===== src/rtl/rtc_bus_pkg.sv =====
// Shared types and constants for the RTC multiplexed-bus cycle engine.
package rtc_bus_pkg;

    typedef enum logic [2:0] {
        S_IDLE,
        S_ADDR_SETUP,
        S_ADDR_STROBE,
        S_ADDR_HOLD,
        S_DATA_SETUP,
        S_DATA_STROBE,
        S_DATA_HOLD,
        S_DONE
    } state_t;

    localparam int T_SETUP_DEF  = 2;
    localparam int T_STROBE_DEF = 4;
    localparam int T_HOLD_DEF   = 2;
    localparam int CNT_W_DEF    = 8;

    localparam logic CMD_RD = 1'b1;
    localparam logic CMD_WR = 1'b0;

    localparam logic AD_SEL_ADDR = 1'b0;
    localparam logic AD_SEL_DATA = 1'b1;

endpackage


===== src/rtl/rtc_phase_timer.sv =====
// Down-counter that reloads on state entry; o_tc marks the final
// cycle of the current dwell.
module rtc_phase_timer #(
    parameter int CNT_W = 8
) (
    input  logic             clk,
    input  logic             reset,
    input  logic             i_load,
    input  logic [CNT_W-1:0] i_load_val,
    output logic             o_tc
);

    logic [CNT_W-1:0] r_cnt;

    always_ff @(posedge clk) begin
        if (reset) begin
            r_cnt <= '0;
        end else if (i_load) begin
            r_cnt <= i_load_val;
        end else if (r_cnt != '0) begin
            r_cnt <= r_cnt - CNT_W'(1);
        end
    end

    assign o_tc = (r_cnt == CNT_W'(1));

endmodule


===== src/rtl/rtc_bus_ctrl.sv =====
// RTC multiplexed address/data bus engine: one command per handshake,
// address phase then data phase, with registered pin outputs.
module rtc_bus_ctrl
    import rtc_bus_pkg::*;
#(
    parameter int T_SETUP  = T_SETUP_DEF,
    parameter int T_STROBE = T_STROBE_DEF,
    parameter int T_HOLD   = T_HOLD_DEF,
    parameter int CNT_W    = CNT_W_DEF
) (
    input  logic       clk,
    input  logic       reset,
    input  logic       start,
    input  logic       rd_wr,
    input  logic [7:0] address,
    input  logic [7:0] data_in,
    output logic       ready,
    output logic       busy,
    output logic       done,
    output logic [7:0] rd_data,
    output logic       cs_n,
    output logic       rd_n,
    output logic       wr_n,
    output logic       a_d,
    output logic [7:0] ad_out,
    output logic       ad_oe,
    input  logic [7:0] ad_in
);

    state_t           r_state;
    state_t           w_next;
    logic             r_rw;
    logic [7:0]       r_addr;
    logic [7:0]       r_data;
    logic             w_accept;
    logic             w_rw;
    logic [7:0]       w_addr;
    logic [7:0]       w_data;
    logic             w_tc;
    logic             w_load;
    logic [CNT_W-1:0] w_load_val;
    logic             w_cs_n;
    logic             w_rd_n;
    logic             w_wr_n;
    logic             w_a_d;
    logic             w_ad_oe;
    logic [7:0]       w_ad_out;

    // Pins are registered from the next state, so the command being
    // accepted this edge must bypass the latches.
    assign w_accept = (r_state == S_IDLE) && start;
    assign w_rw     = w_accept ? rd_wr   : r_rw;
    assign w_addr   = w_accept ? address : r_addr;
    assign w_data   = w_accept ? data_in : r_data;
    assign w_load   = (w_next != r_state);

    rtc_phase_timer #(
        .CNT_W(CNT_W)
    ) u_timer (
        .clk       (clk),
        .reset     (reset),
        .i_load    (w_load),
        .i_load_val(w_load_val),
        .o_tc      (w_tc)
    );

    always_comb begin
        w_next = r_state;
        unique case (r_state)
            S_IDLE:        if (start) w_next = S_ADDR_SETUP;
            S_ADDR_SETUP:  if (w_tc)  w_next = S_ADDR_STROBE;
            S_ADDR_STROBE: if (w_tc)  w_next = S_ADDR_HOLD;
            S_ADDR_HOLD:   if (w_tc)  w_next = S_DATA_SETUP;
            S_DATA_SETUP:  if (w_tc)  w_next = S_DATA_STROBE;
            S_DATA_STROBE: if (w_tc)  w_next = S_DATA_HOLD;
            S_DATA_HOLD:   if (w_tc)  w_next = S_DONE;
            S_DONE:                   w_next = S_IDLE;
            default:                  w_next = S_IDLE;
        endcase
    end

    always_comb begin
        w_load_val = '0;
        unique case (w_next)
            S_ADDR_SETUP,  S_DATA_SETUP:  w_load_val = CNT_W'(T_SETUP);
            S_ADDR_STROBE, S_DATA_STROBE: w_load_val = CNT_W'(T_STROBE);
            S_ADDR_HOLD,   S_DATA_HOLD:   w_load_val = CNT_W'(T_HOLD);
            S_DONE:                       w_load_val = CNT_W'(1);
            default:                      w_load_val = '0;
        endcase
    end

    always_comb begin
        w_cs_n   = 1'b1;
        w_rd_n   = 1'b1;
        w_wr_n   = 1'b1;
        w_a_d    = AD_SEL_DATA;
        w_ad_oe  = 1'b0;
        w_ad_out = '0;
        unique case (w_next)
            S_ADDR_SETUP, S_ADDR_STROBE, S_ADDR_HOLD: begin
                w_cs_n   = 1'b0;
                w_a_d    = AD_SEL_ADDR;
                w_ad_oe  = 1'b1;
                w_ad_out = w_addr;
                w_wr_n   = (w_next != S_ADDR_STROBE);
            end
            S_DATA_SETUP, S_DATA_STROBE, S_DATA_HOLD: begin
                w_cs_n = 1'b0;
                if (w_rw == CMD_RD) begin
                    w_rd_n = (w_next != S_DATA_STROBE);
                end else begin
                    w_ad_oe  = 1'b1;
                    w_ad_out = w_data;
                    w_wr_n   = (w_next != S_DATA_STROBE);
                end
            end
            default: ;
        endcase
    end

    always_ff @(posedge clk) begin
        if (reset) begin
            r_state <= S_IDLE;
        end else begin
            r_state <= w_next;
        end
    end

    always_ff @(posedge clk) begin
        if (reset) begin
            r_rw    <= 1'b0;
            r_addr  <= '0;
            r_data  <= '0;
            cs_n    <= 1'b1;
            rd_n    <= 1'b1;
            wr_n    <= 1'b1;
            a_d     <= 1'b1;
            ad_oe   <= 1'b0;
            ad_out  <= '0;
            ready   <= 1'b1;
            busy    <= 1'b0;
            done    <= 1'b0;
            rd_data <= '0;
        end else begin
            if (w_accept) begin
                r_rw   <= rd_wr;
                r_addr <= address;
                r_data <= data_in;
            end
            cs_n   <= w_cs_n;
            rd_n   <= w_rd_n;
            wr_n   <= w_wr_n;
            a_d    <= w_a_d;
            ad_oe  <= w_ad_oe;
            ad_out <= w_ad_out;
            ready  <= (w_next == S_IDLE);
            busy   <= (w_next != S_IDLE);
            done   <= (w_next == S_DONE);
            // Capture on the last strobe cycle, while rd_n is still low.
            if (r_state == S_DATA_STROBE && w_tc && r_rw == CMD_RD) begin
                rd_data <= ad_in;
            end
        end
    end

endmodule

===== config.mk =====
export PLATFORM = sky130hd
export DESIGN_NAME = rtc_bus_ctrl
export DESIGN_NICKNAME = d
export VERILOG_FILES = /design/src/rtl/rtc_bus_pkg.sv /design/src/rtl/rtc_phase_timer.sv /design/src/rtl/rtc_bus_ctrl.sv
export SDC_FILE = /design/constraint.sdc
export NUM_CORES = 1
export LEC_CHECK = 0
export ABC_CLOCK_PERIOD_IN_PS = 3900
export BUFFER_PORTS_ARGS = -buffer_cell sky130_fd_sc_hd__buf_2
export CAP_MARGIN = 20
export CORE_UTILIZATION = 40
export CTS_CLUSTER_SIZE = 14
export DETAILED_ROUTE_END_ITERATION = 16
export GPL_TIMING_DRIVEN = 1
export PLACE_DENSITY = 0.62
export SLEW_MARGIN = 30
export SYNTH_ARGS = -nofsm -noshare
export SYNTH_HDL_FRONTEND = slang
export SYNTH_SLANG_ARGS = --single-unit

===== constraint.sdc =====
create_clock -name clk -period 3.9 [get_ports clk]
set_clock_uncertainty 0.2 [all_clocks]
set_input_delay 0.195 -clock clk [delete_from_list [all_inputs] [get_ports clk]]
set_output_delay 0.195 -clock clk [all_outputs]
set_load 0.005 [all_outputs]

==> results_dict.tcl <==
set metrics [dict create \
    status "finished clean" \
    fin_crit_sh_pct 58.8 \
    power_frac_seq_pct 44.0 \
    clkPwrFrac_pct 20.7 \
    setup_violations 0 \
    post-route-cell-area_sq_um 2900 \
    numPortBuffers 51 \
    p_per_area_nw_per_um2 534 \
    async_flop_share_pct 0 \
    grt_pass1_vias 1850 \
    yosysUniqueCellTypes 47 \
    power_frac_comb_pct 35.3 \
    layout.nets 333 \
    grt_pass1_wl_mm 8.34 \
    yosysMostFrequentCell "dfxtp_1" \
    wl_mm 4.85 \
    dieArea_sq_um 6200 \
    hold_viol 0 \
    dp_hpwl_mm 3.25 \
    cts_resized 0 \
    crit_chain "nand2_1, and4bb_2, o31ai_4, o22a_1, nor2_1" \
    clk_pin_slew_ns 0.09 \
    relSlewSlack_pct 46.4 \
    slowest_delay_ns 0.85 \
    clk_latency_ns 0.30 \
    ios 52 \
    crit_path_end_kind "flop" \
    root_buffer "clkbuf_8" \
    fmax_mhz 436 \
    avgSynthCellArea_sq_um 10.0 \
    max-vdd-ir-drop_uv 324 \
    antenna_found_initial 0 \
    track_usage_pct 17.2 \
    hold_start "rd_wr" \
    crit_required_ns 3.94 \
    ys_ff_latch 52 \
    synth_common_cells "dfxtp_1 (52), nor2_1 (47), mux2i_1 (26), nand2_1 (11), a21oi_1 (8)" \
    cts_buffers 5 \
    vias 1857 \
    p_sw_share_pct 35.8 \
    synth_cells 235 \
    gp_congestion 0.776 \
    cts_buffer_depth 2 \
    power.internal_uw 995 \
    fin_crit_ns 2.29 \
    criticalPathCategory "reg -> reg" \
    drt_first_pass_iters 4 \
    drtAntennaViolNets 0 \
    ys_seq_area_share_pct 44.2 \
    grt_max_degree 37 \
    start_util_pct 42.0 \
    worst_pin_slew_ns 0.802 \
    grt_overflow_total 0 \
    reg2reg_from "r_state[0]$_SDFF_PP0_" \
    cp_data_arrival_time_ns 2.34 \
    cts_tree "done" \
    path_max_fanout 22 \
    synth_top_area_cell "dfxtp_1" \
    min_path_type "in -> reg" \
    fin_tns_setup_ns 0 \
    critPathSlowestCell "dfxtp_1" \
    synth.top_cell.area_share_pct 44.2 \
    die_y_um 78.8 \
    postPlaceCellArea_sq_um 2550 \
    syn2layout_area_growth_pct 22.9 \
    max-cap-violations 0 \
    drive_gt1_share_pct 24.4 \
    syn_area_sq_um 2360 \
    wl_per_cell_um 12.9 \
    p_switching_uw 554 \
    synthFlopType "dfxtp_1" \
    die_x_um 78.8 \
    cts-htree-levels 2 \
    cts.sinks 52 \
    cts_setup_buffers 0 \
    power_mw 1.55 \
    rows 27 \
    vias_per_cell 4.95 \
    drv_slew 0 \
    hold_path_depth 3 \
    drtIter0Drc 88 \
    p_leak_nw 1.29 \
    whs_endpoint "r_rw$_SDFF_PP0_" \
    crit_path_start_kind "flop" \
    diodes 0 \
    synthTopCellsByArea "dfxtp_1 (44%), mux2i_1 (11%), nor2_1 (7.5%)" \
    rsz0062_at_grt "no" \
    drc 0 \
    yosys_warnings 0 \
    rr_worst_depth 5 \
    synth_edf_count 0 \
    core-area_sq_um 5610 \
    synth_fp_nets 266 \
    regToRegSetupSlack_ns 1.61 \
    r2r_end "ad_out[0]$_SDFF_PP0_" \
]
## how the worst max path moves through the flow
| stage | endpoint | cells after the start | startpoint |
|---|---|---|---|
| floorplan | wr_n$_SDFF_PP1_ | 8 | u_timer.r_cnt[1]$_SDFFE_PP0P_ |
| global placement | ad_out[0]$_SDFF_PP0_ | 4 | r_state[2]$_SDFF_PP0_ |
| detailed placement | ad_out[5]$_SDFF_PP0_ | 7 | u_timer.r_cnt[1]$_SDFFE_PP0P_ |
| CTS | ad_out[0]$_SDFF_PP0_ | 4 | r_state[2]$_SDFF_PP0_ |
| global route | ad_out[5]$_SDFF_PP0_ | 7 | u_timer.r_cnt[1]$_SDFFE_PP0P_ |
| finish | ad_out[0]$_SDFF_PP0_ | 5 | r_state[0]$_SDFF_PP0_ |
## through the flow
step | instances | worst slack [ns] | hold slack (ns) | util, %
final | 375 | 1.61 | 0.0627 | 51.7
after detailed placement | 343 | 1.56 | 0.235 | 45.4
after global placement | 343 | 1.61 | 0.227 | 45.4
after CTS | 375 | 1.55 | 0.0606 | 51.5
after floorplan | 235 | 2.01 | 0.139 | -
after global routing | 375 | 1.38 | 0.0717 | 51.7
## worst max-delay path: cells and delay by family, from the launching register on
family          cells  cell delay [ns]
simple gates        3             0.80
flops               1             0.85
compound gates      2             0.37
## power by group through the flow
stage               registers [mW]  clock network, mW  logic [mW]
global route                 0.692              0.356       0.611
CTS                          0.680              0.333       0.550
detailed placement           0.693                  0       0.532
global placement             0.690                  0       0.520
finish                       0.681              0.321       0.547
floorplan                    0.664                  0       0.478
## logic make-up after synthesis
group                    Yosys count  synth area share, %
buffers and inverters             20                 7.48
AO/OA/AOI/OAI                     41                 14.3
XOR/XNOR                           7                 2.60
AND/OR/NAND/NOR                   86                 18.8
adder cells (fa/ha/maj)            3                 1.59
multiplexers                      26                 11.0
flip-flops                        52                 44.2
## sequential cells by signal, summed over array words and instances (netlist names), 3 cells and up
register / flops
r_addr: 8
rd_data: 8
u_timer.r_cnt: 8
r_state: 3
ad_out: 8
r_data: 8
## repair_timing
item | CTS | global route
hold buffers | 24 | 0
setup endpoints to repair | 0 | 0
hold endpoints to repair | 24 | 0
## layer usage
metal / global-route usage (%) / wire, um / up-vias
met5: 0 / 0 / -
li1: - / - / 956
met1: 21.0 / 2240 / 859
met3: 3.68 / 148 / 7
met2: 28.9 / 2400 / 35
met4: 7.41 / 68 / 0
## area by class of cell
class | instances | area (sq um)
inverter | 4 | 15.0
timing repair buffer | 76 | 503
sequential | 52 | 1040
multi-input combinational | 163 | 1150
clock buffer | 6 | 82.6
fill | 552 | 2710
clock inverter | 2 | 13.8
tap | 72 | 90.1
## cells in the final DEF (no fill, tap or decap), types with 2 or more instances in the layout
master         instances
dfxtp_1               51
o22ai_1                2
a221o_1                2
nand2b_1               2
mux2i_1               26
a31oi_1                4
nor2_1                47
o22a_1                 7
clkbuf_8               6
nand2_1               11
xnor2_1                3
ha_1                   3
inv_1                  4
o31ai_1                3
xor2_1                 4
buf_2                 51
dlygate4sd3_1         24
o21ai_0                4
nor3_1                 6
nor2b_1                3
nand3_1                5
a21oi_1                8
Note: power is estimated with default switching activity, not from simulation.
